`config.mk`:
```
export PLATFORM = sky130hd
export DESIGN_NAME = uart_baud_gen
export DESIGN_NICKNAME = d
export VERILOG_FILES = /design/src/rtl/uart_baud_gen.sv
export SDC_FILE = /design/constraint.sdc
export NUM_CORES = 1
export LEC_CHECK = 0
export BUFFER_PORTS_ARGS = -buffer_cell sky130_fd_sc_hd__buf_2
export CAP_MARGIN = 20
export CORE_MARGIN = 2
export CORE_UTILIZATION = 55
export CTS_BUF_LIST = sky130_fd_sc_hd__clkbuf_8
export DETAILED_ROUTE_END_ITERATION = 8
export PLACE_DENSITY = 0.77
export SLEW_MARGIN = 20
export SYNTH_ARGS = -nofsm -noshare
export SYNTH_HDL_FRONTEND = slang
export SYNTH_SLANG_ARGS = --single-unit
```
`constraint.sdc`:
```
create_clock -name clk -period 3.14 [get_ports clk]
set_input_delay 0.628 -clock clk [delete_from_list [all_inputs] [get_ports clk]]
set_output_delay 0.628 -clock clk [all_outputs]
set_load 0.02 [all_outputs]
```
`src/rtl/uart_baud_gen.sv`:
```
// Fractional-N baud generator: oversample tick plus baud tick every OVERSAMPLE-th
// oversample tick, with divisor-change detection, count enable and mid-bit resync.
module uart_baud_gen #(
  parameter int DIV_W      = 16,
  parameter int FRAC_W     = 4,
  parameter int OVERSAMPLE = 16
) (
  input  logic              clk,
  input  logic              rst,
  input  logic              en,
  input  logic [DIV_W-1:0]  div_int,
  input  logic [FRAC_W-1:0] div_frac,
  input  logic              resync,
  output logic              tick_os,
  output logic              tick_baud,
  output logic              div_changed
);

  localparam int OS_W = (OVERSAMPLE > 1) ? $clog2(OVERSAMPLE) : 1;
  localparam logic [OS_W-1:0] OS_LAST = OS_W'(OVERSAMPLE - 1);
  localparam logic [OS_W-1:0] OS_HALF = OS_W'(OVERSAMPLE / 2);

  logic [DIV_W-1:0]  sh_int_reg,  sh_int_next;
  logic [FRAC_W-1:0] sh_frac_reg, sh_frac_next;
  logic [DIV_W-1:0]  cnt_reg,     cnt_next;
  logic [FRAC_W-1:0] acc_reg,     acc_next;
  logic [OS_W-1:0]   os_cnt_reg,  os_cnt_next;
  logic              div_changed_reg, div_changed_next;

  logic              active;
  logic              cnt_zero;
  logic              div_diff;
  logic [FRAC_W:0]   acc_sum;
  logic [DIV_W-1:0]  reload_in;
  logic [DIV_W-1:0]  reload_sh;

  assign active    = (sh_int_reg != '0);
  assign cnt_zero  = (cnt_reg == '0);
  assign div_diff  = ({div_int, div_frac} != {sh_int_reg, sh_frac_reg});
  assign acc_sum   = {1'b0, acc_reg} + {1'b0, sh_frac_reg};
  assign reload_in = (div_int == '0) ? '0 : div_int - DIV_W'(1);
  assign reload_sh = (sh_int_reg == '0) ? '0 : sh_int_reg - DIV_W'(1);

  assign tick_os     = !rst && en && active && cnt_zero;
  assign tick_baud   = tick_os && (os_cnt_reg == OS_LAST);
  assign div_changed = div_changed_reg;

  always_comb begin
    sh_int_next      = sh_int_reg;
    sh_frac_next     = sh_frac_reg;
    cnt_next         = cnt_reg;
    acc_next         = acc_reg;
    os_cnt_next      = os_cnt_reg;
    div_changed_next = 1'b0;
    if (div_diff) begin
      // A new divisor always wins: restart phase cleanly from the new value.
      sh_int_next      = div_int;
      sh_frac_next     = div_frac;
      cnt_next         = reload_in;
      acc_next         = '0;
      os_cnt_next      = '0;
      div_changed_next = 1'b1;
    end else if (resync) begin
      cnt_next    = reload_sh;
      acc_next    = '0;
      os_cnt_next = OS_HALF;
    end else if (en && active) begin
      if (cnt_zero) begin
        // Fractional carry stretches the following interval by one cycle.
        acc_next    = acc_sum[FRAC_W-1:0];
        cnt_next    = sh_int_reg - DIV_W'(1) + DIV_W'(acc_sum[FRAC_W]);
        os_cnt_next = (os_cnt_reg == OS_LAST) ? '0 : os_cnt_reg + OS_W'(1);
      end else begin
        cnt_next = cnt_reg - DIV_W'(1);
      end
    end
  end

  always_ff @(posedge clk) begin
    if (rst) begin
      sh_int_reg      <= div_int;
      sh_frac_reg     <= div_frac;
      cnt_reg         <= reload_in;
      acc_reg         <= '0;
      os_cnt_reg      <= '0;
      div_changed_reg <= 1'b0;
    end else begin
      sh_int_reg      <= sh_int_next;
      sh_frac_reg     <= sh_frac_next;
      cnt_reg         <= cnt_next;
      acc_reg         <= acc_next;
      os_cnt_reg      <= os_cnt_next;
      div_changed_reg <= div_changed_next;
    end
  end

endmodule

```
==> results by group, run 1 <==
STA
  – Ratio of final minimum period to clock period: 96.30%
  – Max Clk Rate: 330.7 MHz
  – Max-slew violations: 0
  – Final count of hold timing violations: 0
  – Final setup viols: 0
  – Final total negative setup slack: 0 ns
  – Slew Limit Headroom: 70.36%
  – Setup skew after layout: approximately 0.009 ns
  – Setup repair after global routing missed its margin: yes
  – Slew at the pin closest to its max-slew limit: 0.4412 ns
  – Shortest period the worst path allows: just over 3 ns

Logic synthesis
  – Synthesized instance count: 407
  – Synth area leaders: sky130_fd_sc_hd__edfxtp_1 (30%), sky130_fd_sc_hd__xnor2_1 (11%), sky130_fd_sc_hd__xor2_1 (5.3%)
  – Average cell area after synthesis: 8.931 sq um
  – Proportion of synthesized chip area in sequential cells: between 30% and 40%
  – Post-Syn Nets: 443
  – Number of distinct library cell variants in the gate-level netlist after synthesis: 58
  – Fraction of post-synthesis cell area in the top cell type by area: 29.74%
  – Number of flops mapped to enable cells by yosys: 36
  – Primary FF master, synth: sky130_fd_sc_hd__edfxtp_1
  – Syn Std Cell Area: ~3600 sq um
  – Yosys reg bits: 45
  – Synth Warn #: 0
  – Async S/R FF share, synth: 0%
  – Largest area contributor in the netlist: sky130_fd_sc_hd__edfxtp_1

Power
  – Combinational fraction of design power: approximately 17%
  – Cell leakage power: ~1.4 nW
  – Peak supply drop: ~290 uV
  – Total power divided by cell area: between 300 and 400 nW/um^2
  – Clock Power Share: about 28%
  – Net switching share of the total power: ~28%
  – Sequential power share: a little under three fifths
  – Internal Dissipation: ~0.93 mW
  – NetSw: approximately 0.36 mW

Floorplanning
  – Horizontal die dimension: 85.30 microns
  – FP Rows: 29
  – Core Region: around 6400 sq um
  – I/O pins: 27
  – Die footprint: 7275 sq um
  – DIE HEIGHT: between 80 and 90 microns
  – Starting density of the core: between 50% and 60%

Final layout
  – Fraction of layout instances using a drive strength above 1: a little under a fifth
  – Multi-input combinational cell area: approximately 2300 sq um
  – # nets final: between 400 and 500
  – Non-Filler Instances: 518
  – Fill cell instance count of the final layout: between 500 and 600
  – Antenna fix cells: 0
  – Final cell area excluding filler cells: around 4100 sq um
  – Area grow syn2layout: 12.70%
  – Seq. cell area: 1261 sq um
  – Core Util, Final: between 60% and 70%

Route
  – Avg Vias per Cell: around 6.2
  – Antenna viol nets, final: 0
  – Aggregate routed wire length: between 9000 and 10000 microns
  – Number of vias in the routed layout: 3186
  – Post-DR wirelength/cell: ~18 microns
  – Number of design rule violations left after detail routing: 0
  – Starting DRT DRC Count: roughly 310
  – Number of iterations in the first detailed-routing pass: 5

Worst setup path
  – Class of the most critical setup path: flop to flop
  – Capturing element type of the critical path: flop
  – Required time at the worst-slack endpoint: ~3.2 ns
  – Kind of launch point of the worst setup path: flop
  – WP data arrival: 3.08 ns
  – Highest fanout seen on the critical path: 6

Global route
  – Grt ovf: 0
  – First-pass GRT wire length: approximately 15000 microns
  – Number of global-route vias before repair: 3025
  – Largest net degree at the start of global routing: 22
  – Total track usage: roughly a quarter
  – Initial antenna violation count: 0

CTS
  – Clock slew seen by the registers of the worst setup and hold paths: approximately 0.090 ns
  – TritonCTS clock tree: done
  – Deepest clock path buffer count: 2
  – Cts bufs inserted: 5
  – Total number of clock tree sinks: 45
  – Clock tree root buffer cell: sky130_fd_sc_hd__clkbuf_8
  – Post-cts hold buffer count: 0
  – H-tree levels: 2
  – Latest clock arrival within the worst-skew pair: roughly 0.3 ns

Placed design
  – Placed Instances: 506
  – Count of input and output buffers: 26
  – Dpl cell area: approximately 3900 sq um
  – Routability-driven placement congestion ratio: just under 1
  – Final HPWL DP: 6866 microns

Status
  – Status: finished, final reports clean

Run
  – Number of max-cap violations: 0

Worst hold path
  – Class of the worst hold path: flop to flop
[metal layers]
| metal | GRT usage (%) | share of wire (%) | up-vias |
|---|---|---|---|
| li1 | - | - | 1564 |
| met1 | 35.34 | 45 | 1494 |
| met2 | 42.97 | 48 | 109 |
| met3 | 2.918 | 4.7 | 19 |
| met4 | 7.792 | 2.2 | 0 |
| met5 | 0 | 0 | - |
[logic make-up (layout without fill, tap and decap cells)]
kind of cell / count (synthesis) / in the layout / share of synthesized area [%]
adder cells (fa/ha/maj): 12 / 12 / 4.337
AND/OR/NAND/NOR: 161 / 161 / 23.30
XOR/XNOR: 69 / 69 / 16.63
AO/OA/AOI/OAI: 73 / 73 / 14.25
flip-flops: 45 / 45 / 34.70
buffers and inverters: 39 / 73 / 4.544
multiplexers: 8 / 8 / 2.238
[layout by cell type (no fill, tap or decap), drive strengths merged, types with 6 or more instances in the layout]
cell and instances:
nor2 37, dfxtp 9, nor4 6, mux2i 7
ha 11, or3 12, edfxtp 36, o22a 6
a21oi 11, nand3b 6, nand4 11, nand2 30
buf 51, o211ai 8, xor2 22, xnor2 47
nor3 26, inv 14, o21ai 15, nand3 10
[what timing repair did]
| item | in CTS | in global routing |
|---|---|---|
| endpoints found under the setup margin | 2 | 9 |
| pin swaps | 1 | 2 |
| resized for setup | 4 | 12 |
| setup buffers | 1 | 3 |
[worst max-delay path, cell delays in order (launching register included)]
cell,delay [ns]
sky130_fd_sc_hd__edfxtp_1,0.42
sky130_fd_sc_hd__buf_4,0.18
sky130_fd_sc_hd__or3_1,0.48
sky130_fd_sc_hd__or4b_1,0.53
sky130_fd_sc_hd__a31o_1,0.26
sky130_fd_sc_hd__or2_4,0.29
sky130_fd_sc_hd__or3_4,0.40
sky130_fd_sc_hd__xnor2_2,0.15
sky130_fd_sc_hd__o211ai_1,0.08
[area by class of cell]
type | count | share of cell area (%)
Sequential cell | 45 | 30.79
Tap cell | 77 | 2.352
Inverter | 14 | 1.283
Timing Repair Buffer | 51 | 7.758
Multi-Input combinational cell | 323 | 55.71
Clock inverter | 3 | 0.4276
Clock buffer | 5 | 1.680
[power by group through the flow]
stage                     Clock, mW  Sequential, mW  Combinational (mW)
after global placement            0           0.720               0.203
after detailed placement          0           0.722               0.208
after CTS                     0.367           0.707               0.213
after global routing          0.374           0.713               0.243
after floorplan                   0           0.702               0.150
final                         0.352           0.707               0.223
[cells in the mapped netlist (all sizes together), types with 2 or more instances]
cell type and number:
and4 2, o22a 6, o32ai 3, mux2i 7, inv 14, dfxtp 9, or2 3, or4b 2
a31oi 4, nand2b 4, o41ai 3, nor4 6, nand4 11, o211ai 8, ha 11, or4 2
nand2 30, nor2 37, and2 2, xnor2 47, and3 2, o32a 2, nor3 26, a21oi 11
buf 6, o21ai 15, clkbuf 19, o22ai 2, o221ai 5, nor2b 2, nand3 10, a211oi 3
or3 12, edfxtp 36, xor2 22, nand3b 6, o31a 4
[final timing paths]
path / cells after the start / slack [ns] / endpoint / from
worst min-delay path: 2 / 0.52 / acc_reg[0] / acc_reg[0]
worst max register to register: 8 / 0.12 / cnt_reg[9] / sh_int_reg[1]
worst min register to register: 2 / 0.52 / acc_reg[0] / acc_reg[0]
worst max-delay path: 8 / 0.12 / cnt_reg[9] / sh_int_reg[1]
[through the flow]
step	setup slack (ns)	total power, mW	hold WS, ns
2_1_floorplan	0.02680	0.8521	0.4646
3_3_place_gp	0.1469	0.9232	0.4769
3_5_place_dp	0.03532	0.9299	0.4990
4_1_cts	0.01725	1.288	0.5199
5_1_grt	-0.03600	1.330	0.5221
6_report	0.1163	1.283	0.5155
Power figures use the tool's default switching activity.
==> run 2: changes to the inputs <==
- PLACE_DENSITY: 0.77 -> unset
- PLACE_DENSITY_LB_ADDON: unset -> 0.1
- clock period: 3.14 -> 3.6 ns (I/O delays scaled with it)
==> run 2 against run 1 <==
Effect of this change:
- first-iteration DRC count fell by 15%
- combinational power fell by 19%
- cell area fell by 2.8%
- non-clock buffer count fell by 10
- sequential cell count did not move
- largest power group unchanged
- highest routed layer unchanged
==> results by group, run 2 (synthesized netlist as in run 1, its figures left out) <==
Floorplanning
  – Horizontal die dimension: 85.30 microns (unchanged)
  – FP Rows: 29 (unchanged)
  – Core Region: 6386 sq um (unchanged)
  – DIE HEIGHT: 85.30 microns (unchanged)
  – Starting density of the core: 56.92% (unchanged)
  – I/O pins: 27 (unchanged)
  – Die footprint: 7275 sq um (unchanged)

Route
  – Antenna viol nets, final: 0 (unchanged)
  – Number of vias in the routed layout: 3039 (was 3186)
  – Starting DRT DRC Count: 264 (was 312)
  – Aggregate routed wire length: 8308 microns (was 9067 microns)
  – Number of iterations in the first detailed-routing pass: 5 (unchanged)
  – Number of design rule violations left after detail routing: 0 (unchanged)
  – Avg Vias per Cell: 5.982 (was 6.151)
  – Post-DR wirelength/cell: 16.35 microns (was 17.50 microns)

Worst setup path
  – Slowest library cell on the worst path: sky130_fd_sc_hd__edfxtp_1 (was sky130_fd_sc_hd__or4b_1)
  – Critical path cell sequence: inv_1, ha_1, nor3b_2, nand2_1, o41ai_1, buf_4, nor3_1, and4_1, buf_2 (was buf_4, or3_1, or4b_1, a31o_1, or2_4, or3_4, xnor2_2, o211ai_1)
  – WP data arrival: 2.53 ns (was 3.08 ns)
  – Highest fanout seen on the critical path: 9 (was 6)
  – Capturing element type of the critical path: primary output (was flop)
  – Kind of launch point of the worst setup path: flop (unchanged)
  – Capture instance of the worst register-to-register path: cnt_reg[14] (was cnt_reg[9])
  – Register-to-register setup slack: 0.45 ns (was 0.12 ns)
  – Startpoint of the lowest-slack register-to-register path: sh_frac_reg[0] (was sh_int_reg[1])
  – CP peak stage delay: 0.50 ns (was 0.53 ns)
  – Required time at the worst-slack endpoint: 2.88 ns (was 3.19 ns)
  – Reg2reg path depth: 15 (was 8)
  – Critical Path Start: sh_int_reg[0] (was sh_int_reg[1])
  – Class of the most critical setup path: flop to primary output (was flop to flop)

STA
  – Final count of hold timing violations: 0 (unchanged)
  – Ratio of final minimum period to clock period: between 90% and 100%
  – Final total negative setup slack: 0 ns (unchanged)
  – Final setup viols: 0 (unchanged)
  – Shortest period the worst path allows: around 3.2 ns
  – Max-slew violations: 0 (unchanged)
  – Setup skew after layout: 0.01037 ns (was 0.008944 ns)
  – Slew at the pin closest to its max-slew limit: 0.9941 ns (was 0.4412 ns)
  – Max Clk Rate: ~310 MHz
  – Setup repair after global routing missed its margin: no (was yes)
  – Crit path setup slack, layout: 0.3536 ns (was 0.1163 ns)
  – Slew Limit Headroom: 33.12% (was 70.36%)

Power
  – Combinational fraction of design power: 15.0% (was 17.4%)
  – Clock Power Share: 33.4% (was 27.5%)
  – Cell leakage power: 1.370 nW (was 1.426 nW)
  – Power consumption: 1.199 mW (was 1.283 mW)
  – Sequential power share: 51.6% (was 55.1%)
  – Net switching share of the total power: 25.32% (was 27.71%)
  – NetSw: 0.3035 mW (was 0.3555 mW)
  – Peak supply drop: 213.4 uV (was 287.3 uV)
  – Total power divided by cell area: 301.1 nW/um^2 (was 313.1 nW/um^2)
  – Internal Dissipation: 0.8951 mW (was 0.9273 mW)

Global route
  – Grt ovf: 0 (unchanged)
  – First-pass GRT wire length: 14310 microns (was 14780 microns)
  – Number of global-route vias before repair: 2783 (was 3025)
  – Total track usage: 24.93% (was 25.77%)
  – Largest net degree at the start of global routing: 33 (was 22)
  – Initial antenna violation count: 0 (unchanged)

Final layout
  – Core Util, Final: 62.34% (was 64.15%)
  – # nets final: 466 (was 476)
  – Seq. cell area: 1261 sq um (unchanged)
  – Fill cell instance count of the final layout: 534 (was 511)
  – Area grow syn2layout: 9.535% (was 12.70%)
  – Fraction of layout instances using a drive strength above 1: 13.46% (was 19.05%)
  – Highest-count cells in the layout ignoring fill and taps: sky130_fd_sc_hd__xnor2_1 (47), sky130_fd_sc_hd__nor2_1 (37), sky130_fd_sc_hd__edfxtp_1 (36) (was sky130_fd_sc_hd__xnor2_1 (46), sky130_fd_sc_hd__nor2_1 (36), sky130_fd_sc_hd__edfxtp_1 (36))
  – Commonest non-fill, non-tap cell in the layout: sky130_fd_sc_hd__xnor2_1 (unchanged)
  – Multi-input combinational cell area: 2208 sq um (was 2282 sq um)
  – Antenna fix cells: 0 (unchanged)

CTS
  – Clock slew seen by the registers of the worst setup and hold paths: 0.09 ns (about the same)
  – Post_cts resized: 0 (was 4)
  – Setup fix buffers added after clock tree synthesis: 0 (was 1)
  – Latest clock arrival within the worst-skew pair: 0.30 ns (about the same)
  – H-tree levels: 2 (unchanged)
  – Clock tree root buffer cell: sky130_fd_sc_hd__clkbuf_8 (unchanged)
  – Post-cts hold buffer count: 0 (unchanged)
  – TritonCTS clock tree: done (unchanged)
  – Total number of clock tree sinks: 45 (unchanged)
  – Deepest clock path buffer count: 2 (unchanged)
  – Cts bufs inserted: 5 (unchanged)

Status
  – Status: finished, final reports clean (unchanged)

Run
  – Number of max-cap violations: 0 (unchanged)

Placed design
  – Worst slack at placement: 0.4859 ns (was 0.03532 ns)
  – Routability-driven placement congestion ratio: 0.9200 (was 0.9630)
  – Count of input and output buffers: 26 (unchanged)
  – Final HPWL DP: 6492 microns (was 6866 microns)

Worst hold path
  – Number of instances on the worst hold path: 2 (unchanged)
  – Hold EP: os_cnt_reg[1] (was acc_reg[0])
  – Launch point of the worst hold path: os_cnt_reg[1] (was acc_reg[0])
  – Class of the worst hold path: flop to flop (unchanged)
[run 2: cell count changes in the layout (fill, tap and decap cells not counted), sizes merged]
cell	delta
buf	-10
clkinv	-2
bufinv	+1
clkbuf	+1
[run 2: area by class of cell]
| cell class | instances | area share [%] |
|---|---|---|
| Inverter | 14 | 1.320 |
| Timing Repair Buffer | 41 | 6.097 |
| Multi-Input combinational cell | 323 | 55.47 |
| Sequential cell | 45 | 31.68 |
| Clock inverter | 2 | 0.9428 |
| Clock buffer | 6 | 2.074 |
| Tap cell | 77 | 2.420 |
[run 2: layer usage]
metal	wire, microns	track usage, %	vias up
li1	-	-	1539
met1	4078	37.60	1397
met2	3678	37.86	95
met3	444	3.502	8
met4	108	6.061	0
met5	0	0	-
[run 2: power groups by stage]
| stage | Sequential, mW | Clock, mW | Combinational [mW] |
|---|---|---|---|
| 2_1_floorplan | 0.612 | 0 | 0.131 |
| 6_report | 0.618 | 0.401 | 0.180 |
| 3_3_place_gp | 0.629 | 0 | 0.175 |
| 3_5_place_dp | 0.630 | 0 | 0.176 |
| 4_1_cts | 0.618 | 0.414 | 0.178 |
| 5_1_grt | 0.624 | 0.425 | 0.199 |
[run 2: worst max path at each step]
stage                   to  cells after the start
2_1_floorplan    tick_baud                      6
3_3_place_gp   cnt_reg[12]                      7
3_5_place_dp   cnt_reg[14]                     15
4_1_cts          tick_baud                      9
5_1_grt          tick_baud                      9
6_report         tick_baud                      9
[run 2: stage by stage]
step	hold WS, ns	instances	cell area [sq um]
floorplan	0.4646	407	3635
global placement	0.4868	500	3861
detailed placement	0.4956	500	3861
CTS	0.5088	508	3981
global route	0.5340	508	3981
finish	0.5068	508	3981
[run 2: critical path: cells and delay by family (launching register included)]
family / cells / cell delay [ns]
AND/OR/NAND/NOR: 4 / 0.65
AO/OA/AOI/OAI: 1 / 0.33
adder cells (fa/ha/maj): 1 / 0.27
flip-flops: 1 / 0.50
buffers and inverters: 3 / 0.47
